--- config.mk ---
export PLATFORM = sky130hd
export DESIGN_NAME = div_issue_ctrl
export DESIGN_NICKNAME = d
export VERILOG_FILES = /design/src/rtl/div_issue_ctrl.sv
export SDC_FILE = /design/constraint.sdc
export NUM_CORES = 1
export LEC_CHECK = 0
export ABC_CLOCK_PERIOD_IN_PS = 2100
export CAP_MARGIN = 10
export CORE_UTILIZATION = 43
export CTS_CLUSTER_DIAMETER = 50
export CTS_CLUSTER_SIZE = 20
export DETAILED_ROUTE_END_ITERATION = 12
export PLACE_DENSITY = 0.79
export SLEW_MARGIN = 40
export SYNTH_ARGS = -nofsm -noshare
export SYNTH_HDL_FRONTEND = slang
export SYNTH_SLANG_ARGS = --single-unit
--- constraint.sdc ---
create_clock -name clk -period 2.1 [get_ports clk]
set_clock_uncertainty 0.2 [all_clocks]
set_input_delay 0.21 -clock clk [delete_from_list [all_inputs] [get_ports clk]]
set_output_delay 0.21 -clock clk [all_outputs]
set_load 0.005 [all_outputs]
--- src/rtl/div_issue_ctrl.sv ---
// Execute-stage issue controller for the sequential divider: launches one divide at a time,
// stalls the pipeline while it is in flight, and writes back the quotient, all-ones or a forced timeout value.
module div_issue_ctrl #(
    parameter int unsigned WIDTH   = 8,
    parameter int unsigned RD_BITS = 4,
    parameter int unsigned TIMEOUT = 32
) (
    input  logic               clk,
    input  logic               reset,
    input  logic               op_valid,
    output logic               op_ready,
    input  logic [WIDTH-1:0]   op_a,
    input  logic [WIDTH-1:0]   op_b,
    input  logic [RD_BITS-1:0] op_rd,
    output logic               stall,
    output logic               div_start,
    output logic [WIDTH-1:0]   div_a,
    output logic [WIDTH-1:0]   div_b,
    input  logic               div_done,
    input  logic [WIDTH-1:0]   div_result,
    output logic               wb_valid,
    output logic [RD_BITS-1:0] wb_rd,
    output logic [WIDTH-1:0]   wb_data,
    output logic               err_timeout
);

    localparam int unsigned CW = $clog2(TIMEOUT) + 1;

    typedef enum logic [1:0] {
        S_IDLE   = 2'd0,
        S_LAUNCH = 2'd1,
        S_WAIT   = 2'd2,
        S_WB     = 2'd3
    } state_t;

    state_t          state_q;
    state_t          state_d;
    logic [CW-1:0]   cnt_q;
    logic            accept;
    logic            b_zero;
    logic            timeout_hit;

    logic            op_ready_d;
    logic            stall_d;
    logic            div_start_d;
    logic            wb_valid_d;
    logic            err_timeout_d;

    assign accept      = (state_q == S_IDLE) && op_valid;
    assign b_zero      = (op_b == '0);
    assign timeout_hit = (cnt_q == CW'(TIMEOUT - 1));

    // State register
    always_ff @(posedge clk or negedge reset) begin
        if (!reset) begin
            state_q <= S_IDLE;
        end else begin
            state_q <= state_d;
        end
    end

    // Next-state logic; a divider completion takes priority over the watchdog
    always_comb begin
        state_d = state_q;
        case (state_q)
            S_IDLE: begin
                if (op_valid) begin
                    state_d = b_zero ? S_WB : S_LAUNCH;
                end
            end
            S_LAUNCH: state_d = S_WAIT;
            S_WAIT: begin
                if (div_done || timeout_hit) begin
                    state_d = S_WB;
                end
            end
            S_WB:     state_d = S_IDLE;
            default:  state_d = S_IDLE;
        endcase
    end

    // Output decode from the upcoming state so every control output leaves a flop
    always_comb begin
        op_ready_d    = (state_d == S_IDLE);
        stall_d       = (state_d != S_IDLE);
        div_start_d   = (state_d == S_LAUNCH);
        wb_valid_d    = (state_d == S_WB);
        err_timeout_d = 1'b0;
        if (state_q == S_WAIT && !div_done && timeout_hit) begin
            err_timeout_d = 1'b1;
        end
    end

    always_ff @(posedge clk or negedge reset) begin
        if (!reset) begin
            op_ready    <= 1'b1;
            stall       <= 1'b0;
            div_start   <= 1'b0;
            wb_valid    <= 1'b0;
            err_timeout <= 1'b0;
        end else begin
            op_ready    <= op_ready_d;
            stall       <= stall_d;
            div_start   <= div_start_d;
            wb_valid    <= wb_valid_d;
            err_timeout <= err_timeout_d;
        end
    end

    // Operand/result latches and watchdog counter
    always_ff @(posedge clk or negedge reset) begin
        if (!reset) begin
            div_a   <= '0;
            div_b   <= '0;
            wb_rd   <= '0;
            wb_data <= '0;
            cnt_q   <= '0;
        end else begin
            if (accept) begin
                div_a <= op_a;
                div_b <= op_b;
                wb_rd <= op_rd;
                if (b_zero) begin
                    wb_data <= '1;
                end
            end
            case (state_q)
                S_LAUNCH: cnt_q <= '0;
                S_WAIT: begin
                    cnt_q <= cnt_q + CW'(1);
                    if (div_done) begin
                        wb_data <= div_result;
                    end else if (timeout_hit) begin
                        wb_data <= '1;
                    end
                end
                default: ;
            endcase
        end
    end

endmodule

==> impl_metrics.py <==
metrics = {
    "placed_design": {
        "port_buffers": 64,
        "detailed_place_hpwl_um": 2760,
        "finalWeightedCongestion": 0.791,
        "post-place-ws_ns": 0.147,
        "placed_cell_area_um2": 2420,
        "dpl.cell_count": 238,
    },
    "sta": {
        "timing.final.crit_period_ns": 1.92,
        "timing_max_transition_violations_final": 0,
        "fin_setup_tns_ns": 0,
        "rsz0062_at_grt": "false",
        "setup-violations-final": 0,
        "hold_viol_final": 0,
        "worst_slew_margin_rel": 0.679,
        "layout_worst_path_cycle_share": 0.916,
        "worst_case_setup_margin_in_the_final_layout_ns": 0.176,
        "actual_slew_at_the_worst_max_slew_pin_ns": 0.481,
        "timing.fmax_mhz": 520,
    },
    "grt": {
        "grt_overflow": 0,
        "grt_start_max_net_pins": 22,
        "global_route_wire_length_before_repair_um": 5910,
        "grt_antenna_before_repair": 0,
        "overall_fraction_of_global_route_tracks_in_use": 0.193,
        "grt_pass1_vias": 1353,
    },
    "detailed_routing": {
        "detail_route.wirelength_um": 3570,
        "drtPass1Iterations": 4,
        "vias_per_cell": 5.07,
        "dr.first_iter.drc_count": 85,
        "antenna_violating_nets_post_route": 0,
        "routedWlPerCell_um": 14.5,
        "drcViolationCount": 0,
        "dr_total_vias": 1248,
    },
    "pwr": {
        "p_total_uw": 3440,
        "pwr_density_cell_nw_per_um2": 1370,
        "leakage_uw": 0.00104,
        "ir_worst_vdd_v": 0.000701,
    },
    "layout": {
        "diodes": 0,
        "layout.cells.non_filler": 246,
        "drive_above_1_share": 0.192,
        "fin_nets": 234,
        "layout-area-overhead-vs-synth_pct": 48.0,
        "finalInstanceArea_um2": 2510,
    },
    "yosys": {
        "synth_flop_cell": "dfrtp_1",
        "synth_register_bits": 41,
        "async_set_or_reset_flop_fraction_in_the_synthesized_netlist": 1.00,
        "synth_top_cells_by_count": "dfrtp_1, mux2_2, o22a_1",
        "syn_inst": 126,
        "post_syn_area_um2": 1700,
        "syn-num-nets": 162,
        "yosysMostFrequentCell": "dfrtp_1",
        "yosys_top_cell_area_share": 0.589,
        "syn-mean-instance-area_um2": 13.5,
        "synth.yosys.seq_area_share": 0.605,
        "synth_top_cells_by_area": "dfrtp_1, mux2_2, o22a_1",
        "synth-edff-count": 0,
        "synth_area_leader_cell": "dfrtp_1",
        "yosysWarningCount": 0,
        "yosys.cell_types.count": 29,
    },
    "floorplan": {
        "die_height_um": 64.9,
        "placement_rows": 22,
        "die_area_um2": 4210,
        "floorplan.io_pins": 65,
        "fp.coreArea_um2": 3720,
        "floorplan.initialDensity": 0.457,
        "die_x_um": 64.9,
    },
    "worst_setup_path": {
        "criticalPathCategory": "reg -> reg",
        "critPathLaunchType": "flip-flop",
        "ff2ff_setup_slack_ns": 0.18,
        "worstPathRequired_ns": 2.11,
        "critical_path.endpoint_type": "flip-flop",
        "arrival_ns": 1.93,
        "timing.critical_path.fanout_max": 11,
    },
    "run_status": {
        "run_status": "complete, no violations",
    },
    "clock_network": {
        "clock_buffer_depth": 2,
        "cts_tree": "built",
        "cts-buffers-inserted": 5,
        "cts.htree.levels": 2,
        "worstSkewPairLatency_ns": 0.28,
        "cts_root_buf": "clkbuf_8",
        "worst_setup_hold_path_clk_slew_ns": 0.07,
        "clock-sinks": 41,
    },
    "min_path": {
        "worstHoldPathType": "in -> async",
    },
    "run": {
        "maxCapViolCount": 0,
    },
}
-- cell families after synthesis --
group           count (synthesis)  share of synthesized area
buf+inv                        11                     0.0265
simple gates                   27                     0.0869
mux                            21                      0.138
flops                          41                      0.605
xor+xnor                        1                    0.00516
fa+ha+maj                       4                     0.0295
compound gates                 21                      0.109
-- path summary, 6_finish.rpt --
kind                       cells after the start        from    endpoint
max                                            5  state_q[0]    cnt_q[5]
min                                            2       reset  wb_data[5]
max reg2reg                                    5  state_q[0]    cnt_q[5]
min reg2reg                                    1  wb_data[2]  wb_data[2]
max in group asynchronous                      3       reset    op_ready
min in group clk                               1  wb_data[2]  wb_data[2]
-- critical path: stages (launching register included) --
cell and delay [ns]:
dfrtp_1 0.37, inv_1 0.09, ha_1 0.48, nand4_1 0.21, or3_1 0.34, a21oi_1 0.16
-- registers in the layout, indices dropped and copies added (netlist names) --
| name | flops |
|---|---|
| div_start | 1 |
| op_ready | 1 |
| wb_valid | 1 |
| err_timeout | 1 |
| wb_data | 8 |
| div_b | 8 |
| state_q | 2 |
| cnt_q | 6 |
| stall | 1 |
| div_a | 8 |
| wb_rd | 4 |
-- report_power, final --
part,switching (µW),internal [µW],total [µW]
registers,178,1140,1320
logic,613,1010,1620
clock network,243,260,503
-- metrics by stage --
stage / hold slack [ns] / util
after detailed placement: -0.00714 / 0.651
after floorplan: -0.286 / -
after global routing: 0.269 / 0.677
after CTS: 0.224 / 0.677
final: 0.213 / 0.677
after global placement: -0.0107 / 0.651
-- metal layers --
layer	vias to the layer above	part of all wire	global-route usage
met5	-	0	0
met4	0	0.031	0.106
met3	11	0.093	0.0880
met2	49	0.49	0.302
met1	602	0.39	0.219
li1	586	-	-
-- area by class of cell --
type                            count  area [µm²]
Tap cell                           48        60.1
Fill cell                         286        1200
Multi-Input combinational cell     74         627
Clock buffer                        7        86.3
Timing Repair Buffer               69         688
Sequential cell                    41        1030
Inverter                            7        26.3
-- cell usage in the layout (no fill, tap or decap) --
cell type,Yosys,routed
o21bai_4,1,1
dlygate4sd3_1,0,1
mux2i_1,1,1
nor3b_1,1,1
nor2b_2,1,1
buf_12,0,1
xor2_1,1,1
ha_1,4,4
nor2b_1,1,1
nand2b_1,3,3
nand2_1,6,6
inv_1,7,7
mux2_2,20,20
nand3_1,4,4
dfrtp_1,40,40
nor3_1,3,3
o22ai_1,2,2
nand4_1,1,1
o22a_1,8,8
clkbuf_1,1,1
buf_2,3,1
a311oi_2,1,1
a21oi_1,2,2
or3_1,2,2
clkbuf_8,0,6
dfstp_2,1,1
o21ai_0,4,4
buf_4,0,3
nor4b_2,1,1
clkdlybuf4s50_1,0,63
nor2_1,4,4
a31oi_4,1,1
o41ai_1,1,1
a21o_2,1,1
-- what timing repair did --
action / in CTS / in global routing
setup buffers: 0 / 0
hold buffers: 1 / 0
endpoints found under the hold margin: 20 / 0
setup endpoints to repair: 0 / 0
resized for setup: 0 / 0
Note: power is estimated with default switching activity, not from simulation.
